==> src/rtl/uart_reg_bridge.sv <==
// uart_reg_bridge
//   Decodes a byte stream from the UART receiver into register accesses.
//   A command byte carries the operation in bit 7 (1 = write, 0 = read) and
//   the register address in bits [6:0]. Writes collect REG_WIDTH payload
//   bytes and issue one register write strobe. Reads fetch one register and
//   stream its bytes into the TX FIFO, stalling while the FIFO is full.
//
// Ports
//   clk          system clock
//   i_reset      asynchronous, active-high reset
//   i_data       received byte
//   i_dv         one-cycle strobe, i_data valid
//   o_reg_addr   register address
//   o_reg_wdata  register write data
//   o_reg_we     one-cycle register write strobe
//   o_reg_re     one-cycle register read strobe
//   i_reg_rdata  register read data, valid one cycle after o_reg_re
//   o_tx_data    byte towards the TX FIFO
//   o_tx_w_en    TX FIFO write enable
//   i_tx_full    TX FIFO full
//   o_busy       high whenever a command is in progress
//   o_err        one-cycle error pulse
//   o_err_count  saturating error counter
module uart_reg_bridge #(
  parameter int REG_DEPTH     = 16,
  parameter int REG_WIDTH     = 4,
  parameter bit LITTLE_ENDIAN = 1'b0,
  parameter int TIMEOUT       = 43400,
  localparam int AW = $clog2(REG_DEPTH),
  localparam int DW = 8 * REG_WIDTH
) (
  input  logic          clk,
  input  logic          i_reset,
  input  logic [7:0]    i_data,
  input  logic          i_dv,
  output logic [AW-1:0] o_reg_addr,
  output logic [DW-1:0] o_reg_wdata,
  output logic          o_reg_we,
  output logic          o_reg_re,
  input  logic [DW-1:0] i_reg_rdata,
  output logic [7:0]    o_tx_data,
  output logic          o_tx_w_en,
  input  logic          i_tx_full,
  output logic          o_busy,
  output logic          o_err,
  output logic [7:0]    o_err_count
);

  localparam int TW = $clog2(TIMEOUT + 1);
  localparam int CW = $clog2(REG_WIDTH + 1);
  localparam logic [7:0] DEPTH8 = 8'(REG_DEPTH);

  typedef enum logic [2:0] {
    S_IDLE,
    S_WDATA,
    S_WRITE,
    S_RD_REQ,
    S_RD_LATCH,
    S_SEND
  } state_t;

  state_t        r_state;
  logic [6:0]    r_cmdAddr;
  logic [DW-1:0] r_shift;
  logic [CW-1:0] r_byteCnt;
  logic [TW-1:0] r_timer;

  logic          w_inRange;
  logic          w_cmdInRange;
  logic          w_lastByte;
  logic          w_timeout;
  logic          w_overrun;
  logic          w_badWrite;
  logic          w_badRead;
  logic          w_errEvent;
  logic [DW-1:0] w_shiftIn;
  logic [DW-1:0] w_shiftOut;

  // Address range checks: the latched command address for the later states,
  // and the raw incoming byte for the read strobe issued straight from IDLE.
  assign w_inRange    = ({1'b0, r_cmdAddr} < DEPTH8);
  assign w_cmdInRange = ({1'b0, i_data[6:0]} < DEPTH8);
  assign w_lastByte   = (r_byteCnt == CW'(REG_WIDTH - 1));

  // One shared shift register assembles the write payload and later streams
  // the read response; the byte order flips the shift direction.
  assign w_shiftIn  = LITTLE_ENDIAN ? ((r_shift >> 8) | (DW'(i_data) << (DW - 8)))
                                    : ((r_shift << 8) | DW'(i_data));
  assign w_shiftOut = LITTLE_ENDIAN ? (r_shift >> 8) : (r_shift << 8);

  // All error sources are merged so coincident errors give a single pulse
  // and a single counter increment.
  assign w_timeout  = (r_state == S_WDATA) && !i_dv && (r_timer == TW'(TIMEOUT));
  assign w_overrun  = i_dv && (r_state inside {S_WRITE, S_RD_REQ, S_RD_LATCH, S_SEND});
  assign w_badWrite = (r_state == S_WDATA) && i_dv && w_lastByte && !w_inRange;
  assign w_badRead  = (r_state == S_RD_REQ) && !w_inRange;
  assign w_errEvent = w_timeout | w_overrun | w_badWrite | w_badRead;

  // The TX handshake is combinational so a byte is never pushed into a
  // full FIFO, even on the cycle the full flag rises.
  assign o_tx_data = LITTLE_ENDIAN ? r_shift[7:0] : r_shift[DW-1 -: 8];
  assign o_tx_w_en = (r_state == S_SEND) && !i_tx_full;
  assign o_busy    = (r_state != S_IDLE);

  // Command FSM. Strobes are registered on the transition into the state
  // they belong to, so o_reg_we is high during WRITE and o_reg_re during
  // RD_REQ, one cycle after the byte that triggered them.
  always_ff @(posedge clk or posedge i_reset) begin
    if (i_reset) begin
      r_state     <= S_IDLE;
      r_cmdAddr   <= '0;
      r_shift     <= '0;
      r_byteCnt   <= '0;
      r_timer     <= '0;
      o_reg_addr  <= '0;
      o_reg_wdata <= '0;
      o_reg_we    <= 1'b0;
      o_reg_re    <= 1'b0;
      o_err       <= 1'b0;
      o_err_count <= '0;
    end else begin
      o_reg_we <= 1'b0;
      o_reg_re <= 1'b0;
      o_err    <= w_errEvent;
      if (w_errEvent && (o_err_count != 8'hFF)) begin
        o_err_count <= o_err_count + 8'd1;
      end

      case (r_state)
        S_IDLE: begin
          if (i_dv) begin
            r_cmdAddr  <= i_data[6:0];
            o_reg_addr <= i_data[AW-1:0];
            if (i_data[7]) begin
              r_state   <= S_WDATA;
              r_byteCnt <= '0;
              r_timer   <= '0;
            end else begin
              r_state  <= S_RD_REQ;
              o_reg_re <= w_cmdInRange;
            end
          end
        end

        S_WDATA: begin
          if (i_dv) begin
            r_shift <= w_shiftIn;
            r_timer <= '0;
            if (w_lastByte) begin
              r_state  <= S_WRITE;
              o_reg_we <= w_inRange;
              if (w_inRange) begin
                o_reg_wdata <= w_shiftIn;
              end
            end else begin
              r_byteCnt <= r_byteCnt + CW'(1);
            end
          end else if (r_timer == TW'(TIMEOUT)) begin
            r_state <= S_IDLE;
          end else begin
            r_timer <= r_timer + TW'(1);
          end
        end

        S_WRITE: begin
          r_state <= S_IDLE;
        end

        S_RD_REQ: begin
          r_state <= S_RD_LATCH;
        end

        S_RD_LATCH: begin
          r_shift   <= w_inRange ? i_reg_rdata : {REG_WIDTH{8'hEE}};
          r_byteCnt <= '0;
          r_state   <= S_SEND;
        end

        S_SEND: begin
          if (!i_tx_full) begin
            r_shift <= w_shiftOut;
            if (w_lastByte) begin
              r_state <= S_IDLE;
            end else begin
              r_byteCnt <= r_byteCnt + CW'(1);
            end
          end
        end

        default: begin
          r_state <= S_IDLE;
        end
      endcase
    end
  end

endmodule

==> config.mk <==
export PLATFORM = sky130hd
export DESIGN_NAME = uart_reg_bridge
export DESIGN_NICKNAME = d
export VERILOG_FILES = /design/src/rtl/uart_reg_bridge.sv
export SDC_FILE = /design/constraint.sdc
export NUM_CORES = 1
export LEC_CHECK = 0
export CORE_MARGIN = 3
export CORE_UTILIZATION = 55
export CTS_CLUSTER_SIZE = 10
export DETAILED_ROUTE_END_ITERATION = 10
export PLACE_DENSITY = 0.93
export SLEW_MARGIN = 40
export SYNTH_ARGS = -nofsm -noshare
export SYNTH_HDL_FRONTEND = slang
export SYNTH_SLANG_ARGS = --single-unit
==> constraint.sdc <==
create_clock -name clk -period 7.4 [get_ports clk]
set_input_delay 1.48 -clock clk [delete_from_list [all_inputs] [get_ports clk]]
set_output_delay 1.48 -clock clk [all_outputs]
set_load 0.005 [all_outputs]
==> flow_results.xml <==
<?xml version="1.0" encoding="UTF-8"?>
<metrics>
  <group name="yosys">
    <metric name="synth_top_family_by_area" unit="">simple AND/OR/NAND/NOR gates</metric>
    <metric name="netlist_area" unit="mm^2">0.00477</metric>
    <metric name="synth_mux_area_share" unit="%">9.90</metric>
    <metric name="synth.yosys.warnings" unit="">0</metric>
    <metric name="synth-simple-area-share" unit="%">14.5</metric>
    <metric name="synth-adder-area-share" unit="%">1.31</metric>
    <metric name="synthXorXnorAreaFrac" unit="%">3.31</metric>
    <metric name="area_fraction_of_the_dominant_cell_type_after_synthesis" unit="%">54.6</metric>
    <metric name="complex_gate_fraction_of_the_synthesized_area" unit="%">11.5</metric>
    <metric name="async_reset_ff_share" unit="%">100</metric>
    <metric name="synth-edff-count" unit="">0</metric>
    <metric name="synth_flop_cell" unit="">dfrtp_1</metric>
    <metric name="syn-mean-instance-area" unit="um^2">10.7</metric>
    <metric name="synth.distinct_cells" unit="">51</metric>
    <metric name="postSynthCellCount" unit="">444</metric>
    <metric name="synthTopCellsByArea" unit="">dfrtp_1 (55%), mux2_2 (9.7%), o21ai_0 (4.3%)</metric>
    <metric name="synth_seq_cells" unit="">104</metric>
    <metric name="synth.net_count" unit="">493</metric>
    <metric name="synth.yosys.seq_area_share" unit="%">54.6</metric>
    <metric name="netlist.top_cell.by_area" unit="">dfrtp_1</metric>
  </group>
  <group name="place">
    <metric name="placed_cell_area" unit="mm^2">0.00575</metric>
    <metric name="gpl.final_weighted_congestion" unit="">0.834</metric>
    <metric name="dp_hpwl" unit="um">7570</metric>
    <metric name="io_buffer_count" unit="">100</metric>
  </group>
  <group name="clock_tree">
    <metric name="cts_htree_levels" unit="">3</metric>
    <metric name="cts_hold_repair.buffers" unit="">0</metric>
    <metric name="cts-resized-gates" unit="">0</metric>
    <metric name="post-cts-setup-buffer-count" unit="">0</metric>
    <metric name="numCtsBuffers" unit="">9</metric>
    <metric name="cts_num_sinks" unit="">104</metric>
    <metric name="clock_tree.buffer_depth" unit="">2</metric>
    <metric name="cts_root_buf" unit="">clkbuf_8</metric>
    <metric name="clock_tree_from_tritoncts" unit="">built</metric>
    <metric name="clk_transition_reported_paths" unit="ns">0.11</metric>
    <metric name="clkLatencyLatePin" unit="ns">0.37</metric>
  </group>
  <group name="worst_setup_path">
    <metric name="timing.setup.critical_path_class" unit="">in2out</metric>
    <metric name="cp_data_arrival_time" unit="ns">2.70</metric>
    <metric name="crit_chain" unit="">clkdlybuf4s50_1 -&gt; nor3b_1 -&gt; clkdlybuf4s50_1</metric>
    <metric name="path_max_fanout" unit="">4</metric>
    <metric name="critPathSlowestCell" unit="">clkdlybuf4s50_1</metric>
    <metric name="worst_ep_required_time" unit="ns">5.92</metric>
    <metric name="start_kind" unit="">input pin</metric>
    <metric name="critical_path.endpoint_type" unit="">primary output</metric>
    <metric name="ff2ff_setup_slack" unit="ns">4.79</metric>
    <metric name="cpMostUsedCell" unit="">clkdlybuf4s50_1</metric>
    <metric name="crit_path_max_incr_delay" unit="ns">0.56</metric>
  </group>
  <group name="die">
    <metric name="num_io_pins" unit="">101</metric>
    <metric name="fp.coreArea" unit="mm^2">0.00830</metric>
    <metric name="dieHeight" unit="um">99.1</metric>
    <metric name="placement_rows" unit="">33</metric>
    <metric name="die-area" unit="mm^2">0.00982</metric>
    <metric name="initial_core_util" unit="%">57.4</metric>
    <metric name="die_width" unit="um">99.1</metric>
  </group>
  <group name="sta">
    <metric name="slew-limit-headroom" unit="%">49.5</metric>
    <metric name="clock-skew-final" unit="ns">0.0102</metric>
    <metric name="fin_crit" unit="ns">4.18</metric>
    <metric name="rsz0062_at_grt" unit="">false</metric>
    <metric name="min_period_over_period" unit="%">56.4</metric>
    <metric name="holdWs" unit="ns">0.498</metric>
    <metric name="timing_worst_slew_pin_value" unit="ns">0.758</metric>
    <metric name="final_max_slew_viol_count" unit="">0</metric>
    <metric name="maxClockFrequency" unit="MHz">239</metric>
    <metric name="setup_viol_count_final" unit="">0</metric>
    <metric name="setup-tns-final" unit="ns">0</metric>
    <metric name="hold_viol" unit="">0</metric>
  </group>
  <group name="pwr">
    <metric name="pwr-share-comb" unit="%">38.9</metric>
    <metric name="switching_share" unit="%">37.4</metric>
    <metric name="switching_power" unit="uW">760</metric>
    <metric name="ir_drop" unit="mV">0.210</metric>
    <metric name="p_total" unit="mW">2.03</metric>
    <metric name="p_int" unit="mW">1.27</metric>
    <metric name="seqPwrFrac" unit="%">43.9</metric>
    <metric name="clock_power_share" unit="%">17.1</metric>
    <metric name="pwr_cell_area" unit="mW/mm^2">341</metric>
    <metric name="leakage" unit="nW">2.56</metric>
  </group>
  <group name="final_layout">
    <metric name="post_route_cells_drive_above_1_share" unit="%">13.8</metric>
    <metric name="n_fill_cell" unit="">585</metric>
    <metric name="leading_cell_type_in_the_layout_fill_and_taps_excluded" unit="">dfrtp_1</metric>
    <metric name="final_cell_mix" unit="">dfrtp_1 (104), clkdlybuf4s50_1 (100), nand2_1 (50)</metric>
    <metric name="final_util" unit="%">71.7</metric>
    <metric name="layout.cell_area.non_filler" unit="mm^2">0.00595</metric>
    <metric name="antenna_cells" unit="">0</metric>
    <metric name="syn2layout_area_growth" unit="%">24.9</metric>
    <metric name="num-nets-final" unit="">572</metric>
  </group>
  <group name="global_routing">
    <metric name="grt.overflow.total" unit="">0</metric>
    <metric name="grt_start_max_net_pins" unit="">83</metric>
    <metric name="first_global_vias" unit="">3690</metric>
    <metric name="grtUsageTotal" unit="%">22.5</metric>
    <metric name="grt_first_pass_wirelength" unit="um">17800</metric>
    <metric name="grt_antenna_before_repair" unit="">0</metric>
  </group>
  <group name="outcome">
    <metric name="run_status" unit="">finished, final reports clean</metric>
  </group>
  <group name="routing">
    <metric name="vias" unit="">3705</metric>
    <metric name="routed_wirelength" unit="um">10700</metric>
    <metric name="drc" unit="">0</metric>
    <metric name="post_drt_wl_per_cell" unit="um">16.9</metric>
    <metric name="drt-vias-per-instance" unit="">5.85</metric>
    <metric name="detail_route.first_pass.iterations" unit="">5</metric>
    <metric name="drt-initial-drc-count" unit="">216</metric>
    <metric name="final_antenna_net_count" unit="">0</metric>
  </group>
  <group name="job">
    <metric name="cap_viol_max_count" unit="">0</metric>
  </group>
  <group name="min_path">
    <metric name="worst_hold_path_type" unit="">reg2reg</metric>
  </group>
</metrics>
[layout make-up]
class / count / area [um^2] / area share (%)
flip-flops and latches: 104 / 2600 / 43.7
multi-input cells: 296 / 1940 / 32.5
repair buffers: 103 / 1050 / 17.6
clock buffers: 10 / 138 / 2.31
well taps: 105 / 131 / 2.21
clock inverters: 6 / 61.3 / 1.03
inverters: 9 / 36.3 / 0.609
[flip-flops by register name, summed over array words and instances (netlist names)]
register and flops:
r_shift 32, r_byteCnt 3, r_timer 16, r_state 3, o_err_count 8, o_reg_re 1
r_cmdAddr 4, o_reg_addr 3, o_reg_wdata 32, o_reg_we 1, o_err 1
[synth_stat cells (2+ instances only)]
| cell | number |
|---|---|
| a22oi_1 | 8 |
| nor2b_1 | 2 |
| ha_1 | 5 |
| o21ai_1 | 2 |
| nand2_1 | 50 |
| nor3_1 | 10 |
| nand4_1 | 9 |
| clkbuf_1 | 12 |
| dfrtp_1 | 104 |
| a21oi_1 | 11 |
| inv_1 | 9 |
| nand3_1 | 9 |
| o31ai_1 | 2 |
| a21o_1 | 2 |
| and3_1 | 3 |
| nor2_2 | 3 |
| buf_2 | 5 |
| nor2_1 | 29 |
| nand2b_1 | 4 |
| buf_4 | 16 |
| xnor2_1 | 10 |
| mux2_2 | 41 |
| or3_1 | 3 |
| o22ai_1 | 18 |
| o21ai_0 | 41 |
| xor2_1 | 8 |
| nor4_1 | 4 |
[critical path: cells and delay by family]
family,cells,cell delay (ns)
buf+inv,2,1.02
simple gates,1,0.20
[metal layers]
layer	GRT usage [%]	up-vias	wire length (um)
li1	-	1717	-
met4	7.46	0	200
met5	0	-	0
met3	4.28	17	573
met2	36.7	126	5260
met1	30.6	1845	4630
[cells by family (layout without fill, tap and decap cells)]
family,after synthesis,after routing
compound gates,92,92
xor+xnor,18,18
fa+ha+maj,5,5
buf+inv,44,128
flops,104,104
mux,42,42
simple gates,139,139
[power by group through the flow]
stage | logic, mW | clock network, mW | registers, mW
2_1_floorplan | 0.556 | 0 | 0.841
3_3_place_gp | 0.729 | 0 | 0.888
3_5_place_dp | 0.792 | 0 | 0.902
4_1_cts | 0.796 | 0.355 | 0.890
5_1_grt | 0.881 | 0.374 | 0.919
6_report | 0.792 | 0.348 | 0.894
[worst paths after layout]
path | start | to | cells after the start
max in group asynchronous | i_reset | o_reg_wdata[5] | 3
worst max-delay path | i_tx_full | o_tx_w_en | 3
worst min register to register | r_shift[29] | r_shift[29] | 2
worst min-delay path | r_shift[29] | r_shift[29] | 2
min in group asynchronous | i_reset | r_shift[25] | 2
worst max register to register | r_state[2] | r_shift[17] | 5
[stage by stage]
step           std cells  worst slack (ns)
6_report             633              3.22
2_1_floorplan        444              3.19
3_3_place_gp         616              3.24
3_5_place_dp         617              3.21
5_1_grt              633              3.14
4_1_cts              633              3.21
No activity file was read; power rests on OpenSTA's default activity.
